<file path="src/rtl/axis_pattern_gen.sv">
// axis_pattern_gen
//   AXI4-Stream video test-pattern source. Emits V_ACTIVE lines of H_ACTIVE
//   pixels per frame. tuser marks the first pixel of a frame and tlast the
//   last pixel of a line. H_GAP idle cycles separate lines and V_GAP idle
//   cycles follow each frame. A run lasts num_frames frames, or runs until
//   enable drops when num_frames is 0. mode and num_frames are sampled at
//   every frame start.
// Ports
//   clk, rst             clock; asynchronous active-high reset
//   enable               run request (level), sampled at frame boundaries
//   mode                 0 x ramp, 1 y ramp, 2 8x8 checkerboard, 3 tagged counter
//   num_frames           frames per run, 0 = free-running
//   m_axis_video_*       AXI4-Stream master (tdata/tvalid/tready/tlast/tuser)
//   busy                 high whenever not idle
//   frame_cnt            frames completed since reset (wrapping)
//   done                 one-cycle pulse on return to idle
module axis_pattern_gen #(
  parameter int unsigned DATA_W   = 32,
  parameter int unsigned H_ACTIVE = 640,
  parameter int unsigned V_ACTIVE = 480,
  parameter int unsigned H_GAP    = 1750,
  parameter int unsigned V_GAP    = 1000,
  parameter int unsigned GAP_W    = 24
) (
  input  logic              clk,
  input  logic              rst,
  input  logic              enable,
  input  logic [1:0]        mode,
  input  logic [15:0]       num_frames,
  output logic [DATA_W-1:0] m_axis_video_tdata,
  output logic              m_axis_video_tvalid,
  input  logic              m_axis_video_tready,
  output logic              m_axis_video_tlast,
  output logic              m_axis_video_tuser,
  output logic              busy,
  output logic [15:0]       frame_cnt,
  output logic              done
);

  typedef enum logic [1:0] {IDLE, ACTIVE, HGAP, VGAP} state_t;

  localparam logic [11:0]      X_LAST = 12'(H_ACTIVE - 1);
  localparam logic [11:0]      Y_LAST = 12'(V_ACTIVE - 1);
  localparam logic [GAP_W-1:0] H_LOAD = GAP_W'((H_GAP > 0) ? H_GAP - 1 : 0);
  localparam logic [GAP_W-1:0] V_LOAD = GAP_W'((V_GAP > 0) ? V_GAP - 1 : 0);

  state_t             state, state_d;
  logic [11:0]        x, x_d, y, y_d;
  logic [1:0]         mode_q, mode_d;
  logic [15:0]        nf_q, nf_d;
  logic [15:0]        run_cnt, run_d;
  logic [GAP_W-1:0]   gap_cnt, gap_d;
  logic [15:0]        fc_d;
  logic [DATA_W-1:0]  tdata_d;
  logic               tvalid_d, tlast_d, tuser_d, done_d;

  logic               load_beat, blank, eval_exit;
  logic [11:0]        bx, by;
  logic [1:0]         bmode;
  logic [15:0]        bfc, eval_run, eval_fc;

  function automatic logic [DATA_W-1:0] pixel(input logic [1:0]  m,
                                              input logic [11:0] px,
                                              input logic [11:0] py,
                                              input logic [15:0] fc);
    logic [31:0] tag;
    tag   = {fc[7:0], py, px};
    pixel = '0;
    case (m)
      2'd0:    pixel = DATA_W'(px);
      2'd1:    pixel = DATA_W'(py);
      2'd2:    pixel = (px[3] ^ py[3]) ? '1 : '0;
      default: pixel = DATA_W'(tag);
    endcase
  endfunction

  always_comb begin
    busy = (state != IDLE);
  end

  always_comb begin
    state_d   = state;
    x_d       = x;
    y_d       = y;
    mode_d    = mode_q;
    nf_d      = nf_q;
    run_d     = run_cnt;
    gap_d     = gap_cnt;
    fc_d      = frame_cnt;
    tdata_d   = m_axis_video_tdata;
    tvalid_d  = m_axis_video_tvalid;
    tlast_d   = m_axis_video_tlast;
    tuser_d   = m_axis_video_tuser;
    done_d    = 1'b0;
    load_beat = 1'b0;
    blank     = 1'b0;
    eval_exit = 1'b0;
    bx        = x;
    by        = y;
    bmode     = mode_q;
    bfc       = frame_cnt;
    eval_run  = run_cnt;
    eval_fc   = frame_cnt;

    case (state)
      IDLE: begin
        if (enable) begin
          state_d   = ACTIVE;
          mode_d    = mode;
          nf_d      = num_frames;
          run_d     = '0;
          x_d       = '0;
          y_d       = '0;
          load_beat = 1'b1;
          bx        = '0;
          by        = '0;
          bmode     = mode;
        end
      end
      ACTIVE: begin
        // Without a transfer all defaults hold, which keeps the beat stable.
        if (m_axis_video_tready) begin
          if (x != X_LAST) begin
            x_d       = x + 12'd1;
            load_beat = 1'b1;
            bx        = x + 12'd1;
          end else begin
            x_d = '0;
            if (y != Y_LAST) begin
              y_d = y + 12'd1;
              if (H_GAP == 0) begin
                load_beat = 1'b1;
                bx        = '0;
                by        = y + 12'd1;
              end else begin
                state_d = HGAP;
                gap_d   = H_LOAD;
                blank   = 1'b1;
              end
            end else begin
              y_d   = '0;
              run_d = run_cnt + 16'd1;
              fc_d  = frame_cnt + 16'd1;
              if (V_GAP == 0) begin
                // No vertical gap: decide the next frame now, using the
                // counts as they will be after this frame completes.
                eval_exit = 1'b1;
                eval_run  = run_cnt + 16'd1;
                eval_fc   = frame_cnt + 16'd1;
              end else begin
                state_d = VGAP;
                gap_d   = V_LOAD;
                blank   = 1'b1;
              end
            end
          end
        end
      end
      HGAP: begin
        if (gap_cnt == '0) begin
          state_d   = ACTIVE;
          load_beat = 1'b1;
        end else begin
          gap_d = gap_cnt - 1'b1;
        end
      end
      VGAP: begin
        if (gap_cnt == '0) begin
          eval_exit = 1'b1;
        end else begin
          gap_d = gap_cnt - 1'b1;
        end
      end
      default: state_d = IDLE;
    endcase

    if (eval_exit) begin
      if (enable && (nf_q == '0 || eval_run < nf_q)) begin
        state_d   = ACTIVE;
        mode_d    = mode;
        nf_d      = num_frames;
        load_beat = 1'b1;
        bx        = '0;
        by        = '0;
        bmode     = mode;
        bfc       = eval_fc;
      end else begin
        state_d = IDLE;
        done_d  = 1'b1;
        blank   = 1'b1;
      end
    end

    if (blank) begin
      tvalid_d = 1'b0;
      tdata_d  = '0;
      tlast_d  = 1'b0;
      tuser_d  = 1'b0;
    end
    if (load_beat) begin
      tvalid_d = 1'b1;
      tdata_d  = pixel(bmode, bx, by, bfc);
      tlast_d  = (bx == X_LAST);
      tuser_d  = (bx == '0) && (by == '0);
    end
  end

  always_ff @(posedge clk or posedge rst) begin
    if (rst) begin
      state               <= IDLE;
      x                   <= '0;
      y                   <= '0;
      mode_q              <= '0;
      nf_q                <= '0;
      run_cnt             <= '0;
      gap_cnt             <= '0;
      frame_cnt           <= '0;
      m_axis_video_tdata  <= '0;
      m_axis_video_tvalid <= 1'b0;
      m_axis_video_tlast  <= 1'b0;
      m_axis_video_tuser  <= 1'b0;
      done                <= 1'b0;
    end else begin
      state               <= state_d;
      x                   <= x_d;
      y                   <= y_d;
      mode_q              <= mode_d;
      nf_q                <= nf_d;
      run_cnt             <= run_d;
      gap_cnt             <= gap_d;
      frame_cnt           <= fc_d;
      m_axis_video_tdata  <= tdata_d;
      m_axis_video_tvalid <= tvalid_d;
      m_axis_video_tlast  <= tlast_d;
      m_axis_video_tuser  <= tuser_d;
      done                <= done_d;
    end
  end

endmodule

</file>
<file path="config.mk">
export PLATFORM = sky130hd
export DESIGN_NAME = axis_pattern_gen
export DESIGN_NICKNAME = d
export VERILOG_FILES = /design/src/rtl/axis_pattern_gen.sv
export SDC_FILE = /design/constraint.sdc
export NUM_CORES = 1
export LEC_CHECK = 0
export ABC_AREA = 1
export BUFFER_PORTS_ARGS = -buffer_cell sky130_fd_sc_hd__buf_2
export CORE_MARGIN = 5
export CORE_UTILIZATION = 65
export DETAILED_ROUTE_END_ITERATION = 8
export HOLD_SLACK_MARGIN = 0.05
export PLACE_DENSITY_LB_ADDON = 0.1
export SYNTH_ARGS = -nofsm -noshare
export SYNTH_HDL_FRONTEND = slang
export SYNTH_SLANG_ARGS = --single-unit
</file>
<file path="constraint.sdc">
create_clock -name clk -period 6.7 [get_ports clk]
set_input_delay 1.34 -clock clk [delete_from_list [all_inputs] [get_ports clk]]
set_output_delay 1.34 -clock clk [all_outputs]
set_load 0.02 [all_outputs]
</file>
# After elaboration in Yosys (flattened, before gate mapping)
# Index checks and enable logic that the tools add are counted.
# totals
ff_bits	136
inputBits	22
out_inout_bits	53
word_cells	126
# op_classes
addsub	5
order_cmp	1
eq_ne	17
mux	66
bitwise	3
reduce_logical	21
# op_table
cell	count
12-bit two-way mux	14
16-bit two-way mux	8
32-bit two-way mux	3
32-bit case mux with 3 select lines	1
24-bit two-way mux	3
12-bit case mux with 2 select lines	3
24-bit case mux with 2 select lines	1
16-bit by 1-bit adder with 16-bit output, second input constant	2
16-bit case mux with 2 select lines	1
12-bit by 1-bit adder with 12-bit output, second input constant	2
12-bit logical NOT	2
24-bit logical NOT	1
24-bit by 1-bit subtractor with 24-bit output, second input constant	1
1-bit two-way mux	20
2-bit two-way mux	9
16-bit logical NOT	1
16-bit less-than comparator	1
12-bit by 10-bit == test with 1-bit output, second input constant	1
12-bit by 10-bit != test with 1-bit output, second input constant	1
12-bit by 9-bit != test with 1-bit output, second input constant	1
3-bit != test, second input constant	4
11-bit two-way mux	1
2-bit != test, second input constant	5
5-bit AND reduction	2
15 further kinds	25

# Longest topological paths before layout
# Gate-level depths: netlist of run 1.
# depth
ltp_word	10
depth_mapped	22
mapped_depth_nobuf	20

# Least setup slack after synthesis of run 1
# No wires, ideal clock.
# synth_path
path_type	in2reg
start	input port enable
end	register m_axis_video_tdata[0]
setup_ps	116
arrival_time_ps	2835
required_ps	6584
setup_slack_ps	3749
cell_stages	15
n_path_buf	2
cell_sequence	buf_2 > nand2_2 > inv_1 > or2_2 > o21ai_0 > inv_1 > nand2_2 > nand2_4 > nand2_4 > inv_2 > nor2_4 > buf_6 > nand2_2 > nand2_1 > nand2_1
# synth_via
elab_cells_between_ends	27
cone_classes	2 x eq/ne; 21 x mux; 1 x bitwise; 3 x reduce/logical
# synth_rtl
element	line	text
start, declared	27	input logic enable,
2-bit two-way mux	107	if (enable) begin
2-bit two-way mux	105	case (state)
2-bit two-way mux	178	if (enable && (nf_q == '0 || eval_run < nf_q)) begin
2-bit two-way mux (*)	177	if (eval_exit) begin
named net bmode[1]	59	logic [1:0] bmode;
2-bit == test (tied with other cells)	69	case (m)
32-bit case mux with 3 select lines (*)	69	
32-bit two-way mux (*)	200	if (load_beat) begin
end signal, assigned	232	m_axis_video_tdata <= tdata_d;
end, declared	30	output logic [DATA_W-1:0] m_axis_video_tdata,
# The timed path passes the listed nets; every way through them passes the cells marked *.
# A chain may end at the register's enable or synchronous reset.

# Final worst setup path of run 1
# layout_path
start	register state[1]
end	register gap_cnt[23]
# layout_via
elab_chain_cells	4
elab_cells_between_ends	10
cone_classes	6 x eq/ne; 1 x mux; 3 x reduce/logical
# layout_lines
element	line	text
start, declared	47	state_t state, state_d;
start signal, assigned	224	state <= state_d;
2-bit == test	105	
2-bit OR reduction (no line)	n/a	
2-bit != test (no line) / 2-bit nonzero test (equally long branches)	n/a	
4-bit AND reduction (no line)	n/a	
end signal, assigned	230	gap_cnt <= gap_d;
end, declared	52	logic [GAP_W-1:0] gap_cnt, gap_d;
# Several ways; a longest one is shown, not always the timed one.

==> impl_metrics.sql, run 1 <==
INSERT INTO impl_metrics (metric_group, metric, value, unit) VALUES
('cts', 'cts.repair.resized', '0', ''),
('die', 'dieArea', '15200', 'µm²'),
('setup_path', 'cell_with_the_most_instances_on_the_worst_path', 'sky130_fd_sc_hd__nor2_1', ''),
('die', 'chipHeight', '123.3', 'µm'),
('power_and_ir_drop', 'p_leak', '4.727', 'nW'),
('cts', 'clk_path_buf_depth', '2', ''),
('cts', 'clk_lat_worst_skew', '0.43', 'ns'),
('cts', 'htreeDepth', '4', ''),
('detailed_routing', 'first_iter_violations', '576', ''),
('sta', 'fmax', '282.8', 'MHz'),
('yosys', 'netlist_top_cells_area', 'sky130_fd_sc_hd__dfrtp_1, sky130_fd_sc_hd__nand2_1, sky130_fd_sc_hd__inv_1', ''),
('global_route', 'antenna_found_initial', '0', ''),
('detailed_routing', 'postRouteWirelength', '20.24', 'mm'),
('setup_path', 'cp.required', '7.00', 'ns'),
('yosys', 'synth-main-ff-cell', 'sky130_fd_sc_hd__dfrtp_1', ''),
('die', 'num_rows', '41', ''),
('yosys', 'netlist_area', '8344', 'µm²'),
('layout', 'finish.net_count', '1221', ''),
('cts', 'post_cts_hold_buffer_count', '0', ''),
('global_route', 'grt_util_all_layers', '28.13', '%'),
('yosys', 'synth.ff_latch_count', '136', ''),
('job', 'max_cap_violations', '0', ''),
('layout', 'multiInputGateArea', '4173', 'µm²'),
('die', 'fp.dieW', '123.3', 'µm'),
('layout', 'regArea', '3403', 'µm²'),
('hold_path', 'hold_path.class', 'reg2reg', ''),
('cts', 'tritoncts', 'yes', ''),
('cts', 'clockRootBuffer', 'sky130_fd_sc_hd__clkbuf_16', ''),
('sta', 'rsz0062_at_grt', 'no', ''),
('power_and_ir_drop', 'power_per_cell_area', '413.4', 'nW/µm²'),
('sta', 'final_max_slew_viol_count', '0', ''),
('yosys', 'yosys.area_share.adder', '3.749', '%'),
('sta', 'slew_headroom', '19.82', '%'),
('sta', 'setup_violations', '0', ''),
('yosys', 'synth_top_family_by_area', 'simple AND/OR/NAND/NOR gates', ''),
('sta', 'min_period', '3.536', 'ns'),
('setup_path', 'crit_chain', 'inv_1 > ha_1 > clkinv_1 > nor2_1 > nor2_4 > nand2_1 > inv_1 > nand4_1 > nor2_1 > xor2_1 > nor2_1', ''),
('setup_path', 'critical_path.startpoint_type', 'flip-flop', ''),
('detailed_routing', 'drt_first_pass_iters', '5', ''),
('die', 'core-area', '12620', 'µm²'),
('yosys', 'yosys-mux-area-fraction', '0.1350', '%'),
('detailed_routing', 'via_count_of_the_routed_design', '7618', ''),
('setup_path', 'timing_worst_setup_path_type', 'reg2reg', ''),
('sta', 'totalNegativeSetupSlack', '0', 'ns'),
('status', 'status', 'complete, no violations', ''),
('yosys', 'post_synth.cell_area_avg', '7.538', 'µm²'),
('setup_path', 'critPathMaxStageDelay', '0.74', 'ns'),
('yosys', 'yosysUniqueCellTypes', '51', ''),
('place', 'place_hpwl', '14.78', 'mm'),
('detailed_routing', 'detail_route.drc_violations', '0', ''),
('die', 'floorplan.io_pins', '75', ''),
('cts', 'cts_buffers', '17', ''),
('place', 'gp_routability_congestion', '0.9646', ''),
('place', 'port_buffers', '74', ''),
('cts', 'cts.repair_timing.setup_buffer_count', '0', ''),
('cts', 'path_clk_slew', '0.06', 'ns'),
('sta', 'hold-worst-slack', '0.4640', 'ns'),
('power_and_ir_drop', 'vdd_ir_drop_max', '220.1', 'µV'),
('layout', 'final.fill_count', '1043', ''),
('yosys', 'share_of_the_synthesized_area_in_compound_gates_ao_oa_aoi_oai', '13.98', '%'),
('layout', 'antennaDiodeCount', '0', ''),
('yosys', 'post_synth_and_or_nand_nor_area_fraction', '29.42', '%'),
('global_route', 'leftover_overflow_at_the_end_of_global_routing', '0', ''),
('yosys', 'synth_seq_area_share', '40.79', '%'),
('yosys', 'yosys.area_share.xor_xnor', '2.729', '%'),
('cts', 'clkSinkCount', '136', ''),
('yosys', 'synth_top_cell_area_share', '40.79', '%'),
('sta', 'finalHoldViolCount', '0', ''),
('sta', 'worstMarginPinSlew', '1.200', 'ns'),
('yosys', 'synth-edff-count', '0', ''),
('sta', 'skew', '0.009509', 'ns');
cell type report:
cell class / instances / share of cell area, %
clock inverter: 11 / 1.058
timing repair buffer: 75 / 4.043
inverter: 166 / 6.720
clock buffer: 21 / 4.819
multi-input combinational: 778 / 44.65
sequential: 136 / 36.41
tap: 172 / 2.303
stage by stage:
stage               total power [mW]  setup slack (ns)  util [%]  instances  instance area (µm²)
global route                   4.184             2.804     74.06       1359                 9346
floorplan                      2.556             1.721         -       1107                 8344
global placement               2.929             3.092     69.71       1327                 8797
detailed placement             2.965             3.033     69.71       1327                 8797
CTS                            3.861             3.221     74.06       1359                 9346
finish                         3.864             3.164     74.06       1359                 9346
worst max-delay path: cells and delay by family (launching register included):
family	cells	cell delay, ns
XOR/XNOR	1	0.14
buffers and inverters	3	0.93
flip-flops	1	0.42
AND/OR/NAND/NOR	6	1.18
adder cells (fa/ha/maj)	1	0.74
where the power goes:
part,internal [mW],switching [mW]
clock,0.519,0.355
sequential,1.06,0.184
combinational,0.534,1.22
total,2.11,1.75
logic make-up after synthesis:
family,after synthesis
xor gates and xnor gates,26
adders and majority gates,25
muxes,1
and+or+nand+nor,514
buffers and inverters,193
DFF,136
AOI/OAI and AO/OA,212
registers in the layout, indices dropped and copies added (netlist names):
name,count
y,12
done,1
nf_q,16
state,2
gap_cnt,24
eval_run,16
m_axis_video_tvalid,1
m_axis_video_tdata,32
frame_cnt,16
x,12
m_axis_video_tuser,1
m_axis_video_tlast,1
mode_q,2
cells in the final DEF, fill, tap and decap left out, types with 9 or more instances in the layout:
| cell type | instances |
|---|---|
| sky130_fd_sc_hd__a21oi_1 | 49 |
| sky130_fd_sc_hd__a31oi_1 | 11 |
| sky130_fd_sc_hd__buf_2 | 74 |
| sky130_fd_sc_hd__clkbuf_16 | 17 |
| sky130_fd_sc_hd__dfrtp_1 | 136 |
| sky130_fd_sc_hd__ha_1 | 25 |
| sky130_fd_sc_hd__inv_1 | 160 |
| sky130_fd_sc_hd__nand2_1 | 235 |
| sky130_fd_sc_hd__nand2_2 | 18 |
| sky130_fd_sc_hd__nand3_1 | 74 |
| sky130_fd_sc_hd__nand4_1 | 21 |
| sky130_fd_sc_hd__nor2_1 | 82 |
| sky130_fd_sc_hd__nor2_4 | 9 |
| sky130_fd_sc_hd__nor3_1 | 32 |
| sky130_fd_sc_hd__o21ai_0 | 105 |
| sky130_fd_sc_hd__o21ai_1 | 12 |
| sky130_fd_sc_hd__o22ai_1 | 10 |
| sky130_fd_sc_hd__xor2_1 | 20 |
worst paths after layout:
| path | slack, ns | cells after the start | start | endpoint |
|---|---|---|---|---|
| max | 3.16 | 11 | state[1] | gap_cnt[23] |
| min | 0.46 | 1 | frame_cnt[15] | frame_cnt[15] |
| max reg2reg | 3.16 | 11 | state[1] | gap_cnt[23] |
| min reg2reg | 0.46 | 1 | frame_cnt[15] | frame_cnt[15] |
| max in group asynchronous | 4.38 | 3 | rst | x[9] |
| min in group asynchronous | 0.96 | 2 | rst | nf_q[2] |
cells in the mapped netlist, types with 2 or more instances:
| cell | number |
|---|---|
| sky130_fd_sc_hd__nand2_1 | 235 |
| sky130_fd_sc_hd__inv_1 | 161 |
| sky130_fd_sc_hd__dfrtp_1 | 136 |
| sky130_fd_sc_hd__o21ai_0 | 105 |
| sky130_fd_sc_hd__nor2_1 | 82 |
| sky130_fd_sc_hd__nand3_1 | 74 |
| sky130_fd_sc_hd__a21oi_1 | 49 |
| sky130_fd_sc_hd__nor3_1 | 32 |
| sky130_fd_sc_hd__ha_1 | 25 |
| sky130_fd_sc_hd__nand4_1 | 21 |
| sky130_fd_sc_hd__xor2_1 | 20 |
| sky130_fd_sc_hd__nand2_2 | 18 |
| sky130_fd_sc_hd__buf_2 | 14 |
| sky130_fd_sc_hd__o21ai_1 | 12 |
| sky130_fd_sc_hd__a31oi_1 | 11 |
| sky130_fd_sc_hd__o22ai_1 | 10 |
| sky130_fd_sc_hd__nor2_4 | 9 |
| sky130_fd_sc_hd__clkbuf_1 | 7 |
| sky130_fd_sc_hd__nor2_2 | 7 |
| sky130_fd_sc_hd__o21ai_2 | 7 |
| sky130_fd_sc_hd__nor4_1 | 6 |
| sky130_fd_sc_hd__xnor2_1 | 6 |
| sky130_fd_sc_hd__nand2_4 | 5 |
| sky130_fd_sc_hd__nand3_2 | 5 |
| sky130_fd_sc_hd__nand3b_1 | 5 |
| sky130_fd_sc_hd__o211ai_1 | 5 |
| sky130_fd_sc_hd__inv_2 | 4 |
| sky130_fd_sc_hd__buf_6 | 3 |
| sky130_fd_sc_hd__nor3_2 | 3 |
| sky130_fd_sc_hd__nor3b_1 | 3 |
| sky130_fd_sc_hd__o21a_1 | 3 |
| sky130_fd_sc_hd__buf_1 | 2 |
| sky130_fd_sc_hd__nand3_4 | 2 |
| sky130_fd_sc_hd__nor3_4 | 2 |
| sky130_fd_sc_hd__o21bai_1 | 2 |
metal layers:
metal,GRT usage [%],vias to the layer above,wire (µm)
li1,-,3783,-
met1,38.89,3536,9140
met2,44.75,261,9418
met3,4.941,38,1201
met4,10.10,0,481
met5,0,-,0
Note: power is estimated with default switching activity, not from simulation.
==> run 2: changes to the inputs <==
CORE_UTILIZATION = 55   (was 65)
clock period = 2.95 ns   (was 6.7 ns; I/O delays follow)
==> run 2 against run 1 <==
Net effect:
- cell area grew 3.8%
- via count is 0.14% lower
- sequential share of layout area shrank 1.3 points
- maximum frequency increased by 30%
- die area is 17% higher
- power up 140%
- largest power group unchanged
- highest routed layer unchanged
==> impl_metrics.sql, run 2 (synthesized netlist as in run 1, its figures left out) <==
INSERT INTO impl_metrics (metric_group, metric, value, unit) VALUES
('status', 'status', 'complete, no violations', ''),
('cts', 'cts_buffers', '17', ''),
('sta', 'min_period', '2.714', 'ns'),
('power_and_ir_drop', 'p_switching', '4.155', 'mW'),
('sta', 'final_max_slew_viol_count', '0', ''),
('power_and_ir_drop', 'power.combinational.fraction', '45.9', '%'),
('layout', 'finish.instance_area', '9706', 'µm²'),
('detailed_routing', 'routed_wirelength_normalized_by_instance_count', '14.89', 'µm'),
('die', 'core-area', '15030', 'µm²'),
('sta', 'worstMarginPinSlew', '0.6197', 'ns'),
('setup_path', 'cp.required', '3.27', 'ns'),
('cts', 'clockRootBuffer', 'sky130_fd_sc_hd__clkbuf_16', ''),
('cts', 'clk_path_buf_depth', '2', ''),
('detailed_routing', 'first_iter_violations', '598', ''),
('sta', 'totalNegativeSetupSlack', '0', 'ns'),
('global_route', 'grt_pass1_wl', '34.51', 'mm'),
('power_and_ir_drop', 'share_clk_of_total_power', '24.1', '%'),
('sta', 'rsz0062_at_grt', 'no', ''),
('die', 'dieArea', '17730', 'µm²'),
('power_and_ir_drop', 'p_total', '9.311', 'mW'),
('layout', 'final.fill_count', '1288', ''),
('setup_path', 'critical_path.startpoint_type', 'flip-flop', ''),
('layout', 'regArea', '3403', 'µm²'),
('layout', 'syn_to_final_growth', '16.31', '%'),
('sta', 'fmax', '368.4', 'MHz'),
('layout', 'antennaDiodeCount', '0', ''),
('die', 'fp.dieW', '133.2', 'µm'),
('sta', 'hold-worst-slack', '0.3064', 'ns'),
('layout', 'multiInputGateArea', '4213', 'µm²'),
('place', 'place_hpwl', '15.16', 'mm'),
('detailed_routing', 'avgViaCountPerCell', '5.422', ''),
('power_and_ir_drop', 'power_per_cell_area', '959.3', 'nW/µm²'),
('sta', 'slew_headroom', '58.69', '%'),
('hold_path', 'hold_path.class', 'in2async', ''),
('detailed_routing', 'drt_first_pass_iters', '7', ''),
('layout', 'final_common_cell', 'sky130_fd_sc_hd__nand2_1', ''),
('sta', 'period_share', '92.01', '%'),
('power_and_ir_drop', 'vdd_ir_drop_max', '492.7', 'µV'),
('die', 'initial_core_util', '55.51', '%'),
('cts', 'post_cts_hold_buffer_count', '0', ''),
('cts', 'clk_lat_worst_skew', '0.43', 'ns'),
('die', 'num_rows', '45', ''),
('global_route', 'grt_util_all_layers', '23.65', '%'),
('place', 'port_buffers', '74', ''),
('global_route', 'antenna_found_initial', '0', ''),
('layout', 'post_route_cells_drive_above_1_share', '17.04', '%'),
('global_route', 'number_of_global_route_vias_before_repair', '6898', ''),
('cts', 'htreeDepth', '4', ''),
('setup_path', 'end_kind', 'flip-flop', ''),
('job', 'max_cap_violations', '0', ''),
('cts', 'clkSinkCount', '136', ''),
('detailed_routing', 'detail_route.drc_violations', '0', ''),
('setup_path', 'critPathArrivalTime', '3.04', 'ns'),
('sta', 'finalHoldViolCount', '0', ''),
('die', 'floorplan.io_pins', '75', ''),
('global_route', 'grt_start_max_net_pins', '91', ''),
('die', 'chipHeight', '133.2', 'µm'),
('sta', 'skew', '0.009485', 'ns'),
('power_and_ir_drop', 'p_leak', '4.903', 'nW'),
('setup_path', 'worst-r2r-cell-count', '17', ''),
('layout', 'registers.top_by_ff_count', 'm_axis_video_tdata', ''),
('detailed_routing', 'via_count_of_the_routed_design', '7607', ''),
('setup_path', 'timing.critical_path.fanout_max', '21', ''),
('detailed_routing', 'ant_nets', '0', ''),
('detailed_routing', 'postRouteWirelength', '20.89', 'mm'),
('layout', 'largest_register_ffs', '32', ''),
('cts', 'path_clk_slew', '0.06', 'ns'),
('layout', 'final_cell_mix', 'sky130_fd_sc_hd__nand2_1, sky130_fd_sc_hd__inv_1, sky130_fd_sc_hd__dfrtp_1, sky130_fd_sc_hd__o21ai_0, sky130_fd_sc_hd__nor2_1', ''),
('layout', 'finish.net_count', '1249', ''),
('place', 'gp_routability_congestion', '0.9717', ''),
('power_and_ir_drop', 'p_int', '5.155', 'mW'),
('sta', 'setup_violations', '0', ''),
('global_route', 'leftover_overflow_at_the_end_of_global_routing', '0', ''),
('power_and_ir_drop', 'netSwitchingFraction', '44.63', '%'),
('setup_path', 'timing_worst_setup_path_type', 'reg2reg', ''),
('cts', 'tritoncts', 'yes', ''),
('layout', 'reg_top3', 'm_axis_video_tdata x32, gap_cnt x24', ''),
('place', 'placed_cell_area', '9009', 'µm²'),
('power_and_ir_drop', 'seq_power_share', '30.0', '%');
-- run 2: what timing repair did --
action / CTS / global route
buffers inserted: 0 / 2
gates resized for setup: 0 / 7
endpoints found under the setup margin: 0 / 53
-- run 2: cell type report --
class | instances | share of cell area [%]
clock buffers | 17 | 4.383
clock inverters | 15 | 1.972
flip-flops and latches | 136 | 35.07
multi-input cells | 780 | 43.41
inverters | 166 | 6.459
repair buffers | 101 | 6.291
well taps | 188 | 2.424
-- run 2: metrics by stage --
stage          setup WS (ns)  util, %  cells
4_1_cts              0.01349    64.03   1399
3_5_place_dp          0.1087    59.93   1367
3_3_place_gp          0.1815    59.93   1367
5_1_grt              0.02093    64.56   1403
6_report              0.2358    64.56   1403
2_1_floorplan         0.6147        -   1107
-- run 2: power by group through the flow --
stage	registers, mW	logic, mW	clock network [mW]
floorplan	2.95	2.86	0
global placement	2.81	4.06	0
detailed placement	2.82	4.10	0
CTS	2.79	4.14	2.27
global route	2.87	4.81	2.36
finish	2.80	4.27	2.24
-- run 2: final timing paths --
path	slack, ns	from	endpoint
max	0.24	eval_run[5]	m_axis_video_tdata[4]
min	0.31	rst	m_axis_video_tdata[4]
max reg2reg	0.24	eval_run[5]	m_axis_video_tdata[4]
min reg2reg	0.47	m_axis_video_tdata[3]	m_axis_video_tdata[3]
max in group asynchronous	2.14	rst	nf_q[3]
min in group clk	0.37	num_frames[4]	nf_q[4]
-- run 2: metal layers --
metal / up-vias / global-route usage [%] / part of all wire, %
met5: - / 0 / 0
met4: 0 / 7.371 / 1.5
li1: 3840 / - / -
met3: 27 / 3.625 / 5.3
met2: 224 / 37.16 / 47
met1: 3516 / 33.95 / 46
-- run 2: worst max-delay path, cell delays in order, from the launching register on --
cell	delay, ns
sky130_fd_sc_hd__dfrtp_1	0.44
sky130_fd_sc_hd__ha_1	0.32
sky130_fd_sc_hd__a21oi_1	0.13
sky130_fd_sc_hd__nor2_1	0.06
sky130_fd_sc_hd__nor3_2	0.15
sky130_fd_sc_hd__nand2_1	0.08
sky130_fd_sc_hd__nand2_1	0.06
sky130_fd_sc_hd__nand2_1	0.06
sky130_fd_sc_hd__nand2_2	0.16
sky130_fd_sc_hd__buf_4	0.21
sky130_fd_sc_hd__nand4_1	0.14
sky130_fd_sc_hd__nand2_4	0.17
sky130_fd_sc_hd__nand2_4	0.06
sky130_fd_sc_hd__buf_4	0.20
sky130_fd_sc_hd__o21ai_0	0.19
sky130_fd_sc_hd__inv_1	0.06
sky130_fd_sc_hd__nand2_1	0.06
sky130_fd_sc_hd__nand2_1	0.04
==> run 3: changes to the inputs <==
==> constraint.sdc (replaced) <==
create_clock -name clk -period 2.95 [get_ports clk]
set_input_delay 0.59 -clock clk [delete_from_list [all_inputs] [get_ports clk]]
set_output_delay 0.59 -clock clk [all_outputs]
set_load 0.1 [all_outputs]
==> run 3 against run 2 <==
Net effect:
- final cell count unchanged
- count of clock-buffer cells in the layout up 2
- critical path depth fell by 2
- non-clock buffer count stayed put
- routed wire length grew 0.35%
- clock skew is 0.0011 ns higher
- critical path type unchanged
==> impl_metrics.sql, run 3 (synthesized netlist as in run 1, its figures left out) <==
INSERT INTO impl_metrics (metric_group, metric, value, unit) VALUES
('status', 'status', 'complete, no violations', ''),
('setup_path', 'critical_path.startpoint_type', 'flip-flop', ''),
('global_route', 'number_of_global_route_vias_before_repair', '7159', ''),
('die', 'initial_core_util', '55.51', '%'),
('die', 'core-area', '15030', 'µm²'),
('setup_path', 'timing.critical_path.fanout_max', '10', ''),
('detailed_routing', 'postRouteWirelength', '20.97', 'mm'),
('cts', 'tritoncts', 'yes', ''),
('layout', 'antennaDiodeCount', '0', ''),
('detailed_routing', 'routed_wirelength_normalized_by_instance_count', '14.94', 'µm'),
('sta', 'final_critical_path_setup_slack', '0.2330', 'ns'),
('layout', 'finish.net_count', '1249', ''),
('power_and_ir_drop', 'power.combinational.fraction', '51.2', '%'),
('cts', 'cts.repair.resized', '0', ''),
('detailed_routing', 'ant_nets', '0', ''),
('setup_path', 'critPathArrivalTime', '3.01', 'ns'),
('detailed_routing', 'detail_route.drc_violations', '0', ''),
('cts', 'cts.repair_timing.setup_buffer_count', '0', ''),
('detailed_routing', 'first_iter_violations', '403', ''),
('cts', 'post_cts_hold_buffer_count', '0', ''),
('place', 'port_buffers', '74', ''),
('power_and_ir_drop', 'p_switching', '5.173', 'mW'),
('power_and_ir_drop', 'p_leak', '4.898', 'nW'),
('sta', 'fmax', '368.1', 'MHz'),
('sta', 'worstMarginPinSlew', '0.6201', 'ns'),
('layout', 'final.fill_count', '1369', ''),
('layout', 'largest_register_ffs', '32', ''),
('power_and_ir_drop', 'seq_power_share', '27.2', '%'),
('global_route', 'grt_pass1_wl', '35.29', 'mm'),
('sta', 'skew', '0.01054', 'ns'),
('job', 'max_cap_violations', '0', ''),
('layout', 'syn_to_final_growth', '15.85', '%'),
('power_and_ir_drop', 'power_per_cell_area', '1067', 'nW/µm²'),
('layout', 'post_route_cells_drive_above_1_share', '16.79', '%'),
('sta', 'totalNegativeSetupSlack', '0', 'ns'),
('layout', 'registers.top_by_ff_count', 'm_axis_video_tdata', ''),
('global_route', 'antenna_found_initial', '0', ''),
('die', 'floorplan.io_pins', '75', ''),
('sta', 'finalHoldViolCount', '0', ''),
('layout', 'layout.core_utilization', '64.30', '%'),
('die', 'num_rows', '45', ''),
('layout', 'final_common_cell', 'sky130_fd_sc_hd__nand2_1', ''),
('sta', 'setup_violations', '0', ''),
('place', 'gp_routability_congestion', '0.9768', ''),
('place', 'place_worst_setup_slack', '0.1438', 'ns'),
('global_route', 'grt_start_max_net_pins', '91', ''),
('global_route', 'leftover_overflow_at_the_end_of_global_routing', '0', ''),
('setup_path', 'end_kind', 'flip-flop', ''),
('layout', 'final_cell_mix', 'sky130_fd_sc_hd__nand2_1, sky130_fd_sc_hd__inv_1, sky130_fd_sc_hd__dfrtp_1, sky130_fd_sc_hd__o21ai_0, sky130_fd_sc_hd__nor2_1', ''),
('cts', 'path_clk_slew', '0.06', 'ns'),
('setup_path', 'cp.required', '3.24', 'ns'),
('cts', 'htreeDepth', '4', ''),
('cts', 'clockRootBuffer', 'sky130_fd_sc_hd__clkbuf_16', ''),
('power_and_ir_drop', 'vdd_ir_drop_max', '558.0', 'µV'),
('cts', 'clk_lat_worst_skew', '0.43', 'ns'),
('die', 'fp.dieW', '133.2', 'µm'),
('power_and_ir_drop', 'netSwitchingFraction', '50.13', '%'),
('place', 'place_hpwl', '15.44', 'mm'),
('setup_path', 'worstSetupStartpoint', 'eval_run[5]', ''),
('setup_path', 'worst_r2r_startpoint', 'eval_run[5]', ''),
('hold_path', 'hold_path.class', 'in2async', ''),
('power_and_ir_drop', 'share_clk_of_total_power', '21.6', '%'),
('cts', 'cts_buffers', '17', ''),
('layout', 'reg_top3', 'm_axis_video_tdata x32, gap_cnt x24', ''),
('detailed_routing', 'avgViaCountPerCell', '5.418', ''),
('sta', 'slew_headroom', '58.62', '%'),
('sta', 'rsz0062_at_grt', 'no', ''),
('setup_path', 'rrSetupSlack', '0.23', 'ns'),
('sta', 'min_period', '2.717', 'ns'),
('cts', 'clk_path_buf_depth', '2', ''),
('die', 'dieArea', '17730', 'µm²'),
('detailed_routing', 'via_count_of_the_routed_design', '7602', ''),
('sta', 'period_share', '92.10', '%'),
('cts', 'clkSinkCount', '136', ''),
('die', 'chipHeight', '133.2', 'µm'),
('setup_path', 'timing_worst_setup_path_type', 'reg2reg', ''),
('detailed_routing', 'drt_first_pass_iters', '5', ''),
('power_and_ir_drop', 'p_int', '5.146', 'mW'),
('global_route', 'grt_util_all_layers', '24.11', '%'),
('sta', 'final_max_slew_viol_count', '0', '');
## run 3: path summary, 6_finish.rpt
path,end,depth (start not counted)
max,m_axis_video_tdata[17],15
min,x[10],3
max reg2reg,m_axis_video_tdata[17],15
min reg2reg,frame_cnt[15],1
max in group asynchronous,nf_q[9],3
min in group clk,nf_q[2],3
## run 3: power by group through the flow
stage          sequential (mW)  combinational (mW)  clock (mW)
3_5_place_dp              2.82                5.22           0
2_1_floorplan             3.98                2.89           0
5_1_grt                   2.87                5.87        2.35
4_1_cts                   2.79                5.25        2.26
3_3_place_gp              2.81                5.17           0
6_report                  2.81                5.28        2.23
## run 3: worst max-delay path, stage by stage (launching register included)
cell and delay (ns):
sky130_fd_sc_hd__dfrtp_1 0.44, sky130_fd_sc_hd__ha_1 0.31, sky130_fd_sc_hd__a21oi_1 0.13, sky130_fd_sc_hd__nor2_1 0.05, sky130_fd_sc_hd__nor3_1 0.14, sky130_fd_sc_hd__nand2_1 0.08
sky130_fd_sc_hd__nand2_1 0.06, sky130_fd_sc_hd__nand2_1 0.05, sky130_fd_sc_hd__nand2_2 0.16, sky130_fd_sc_hd__nand3_4 0.15, sky130_fd_sc_hd__nand2_1 0.13, sky130_fd_sc_hd__nand2_1 0.09
sky130_fd_sc_hd__nand2_2 0.10, sky130_fd_sc_hd__nor2_4 0.06, sky130_fd_sc_hd__nor2_2 0.50, sky130_fd_sc_hd__o21ai_1 0.12
## run 3: area by class of cell
| class | count | area, µm² | share of cell area, % |
|---|---|---|---|
| clock buffer | 19 | 452.9 | 4.685 |
| timing repair buffer | 101 | 585.6 | 6.057 |
| sequential | 136 | 3403 | 35.21 |
| clock inverter | 13 | 165.2 | 1.709 |
| multi-input combinational | 780 | 4198 | 43.42 |
| inverter | 166 | 626.9 | 6.485 |
| tap | 188 | 235.2 | 2.433 |
## run 3: per-stage QoR
step                hold slack [ns]  area, µm²  std cells  power, mW
floorplan                    0.4379       8348       1107      6.871
global placement             0.4492       9024       1369      7.978
detailed placement           0.4548       9024       1369      8.043
CTS                          0.3258       9642       1401      10.30
global route                 0.3628       9667       1403      11.09
finish                       0.3040       9667       1403      10.32
## run 3: per-layer routing
layer / global-route usage, % / share of wire [%] / up-vias
met5: 0 / 0 / -
met2: 38.40 / 47 / 203
met4: 7.143 / 1.4 / 0
li1: - / - / 3827
met1: 34.27 / 46 / 3547
met3: 3.814 / 5.2 / 25
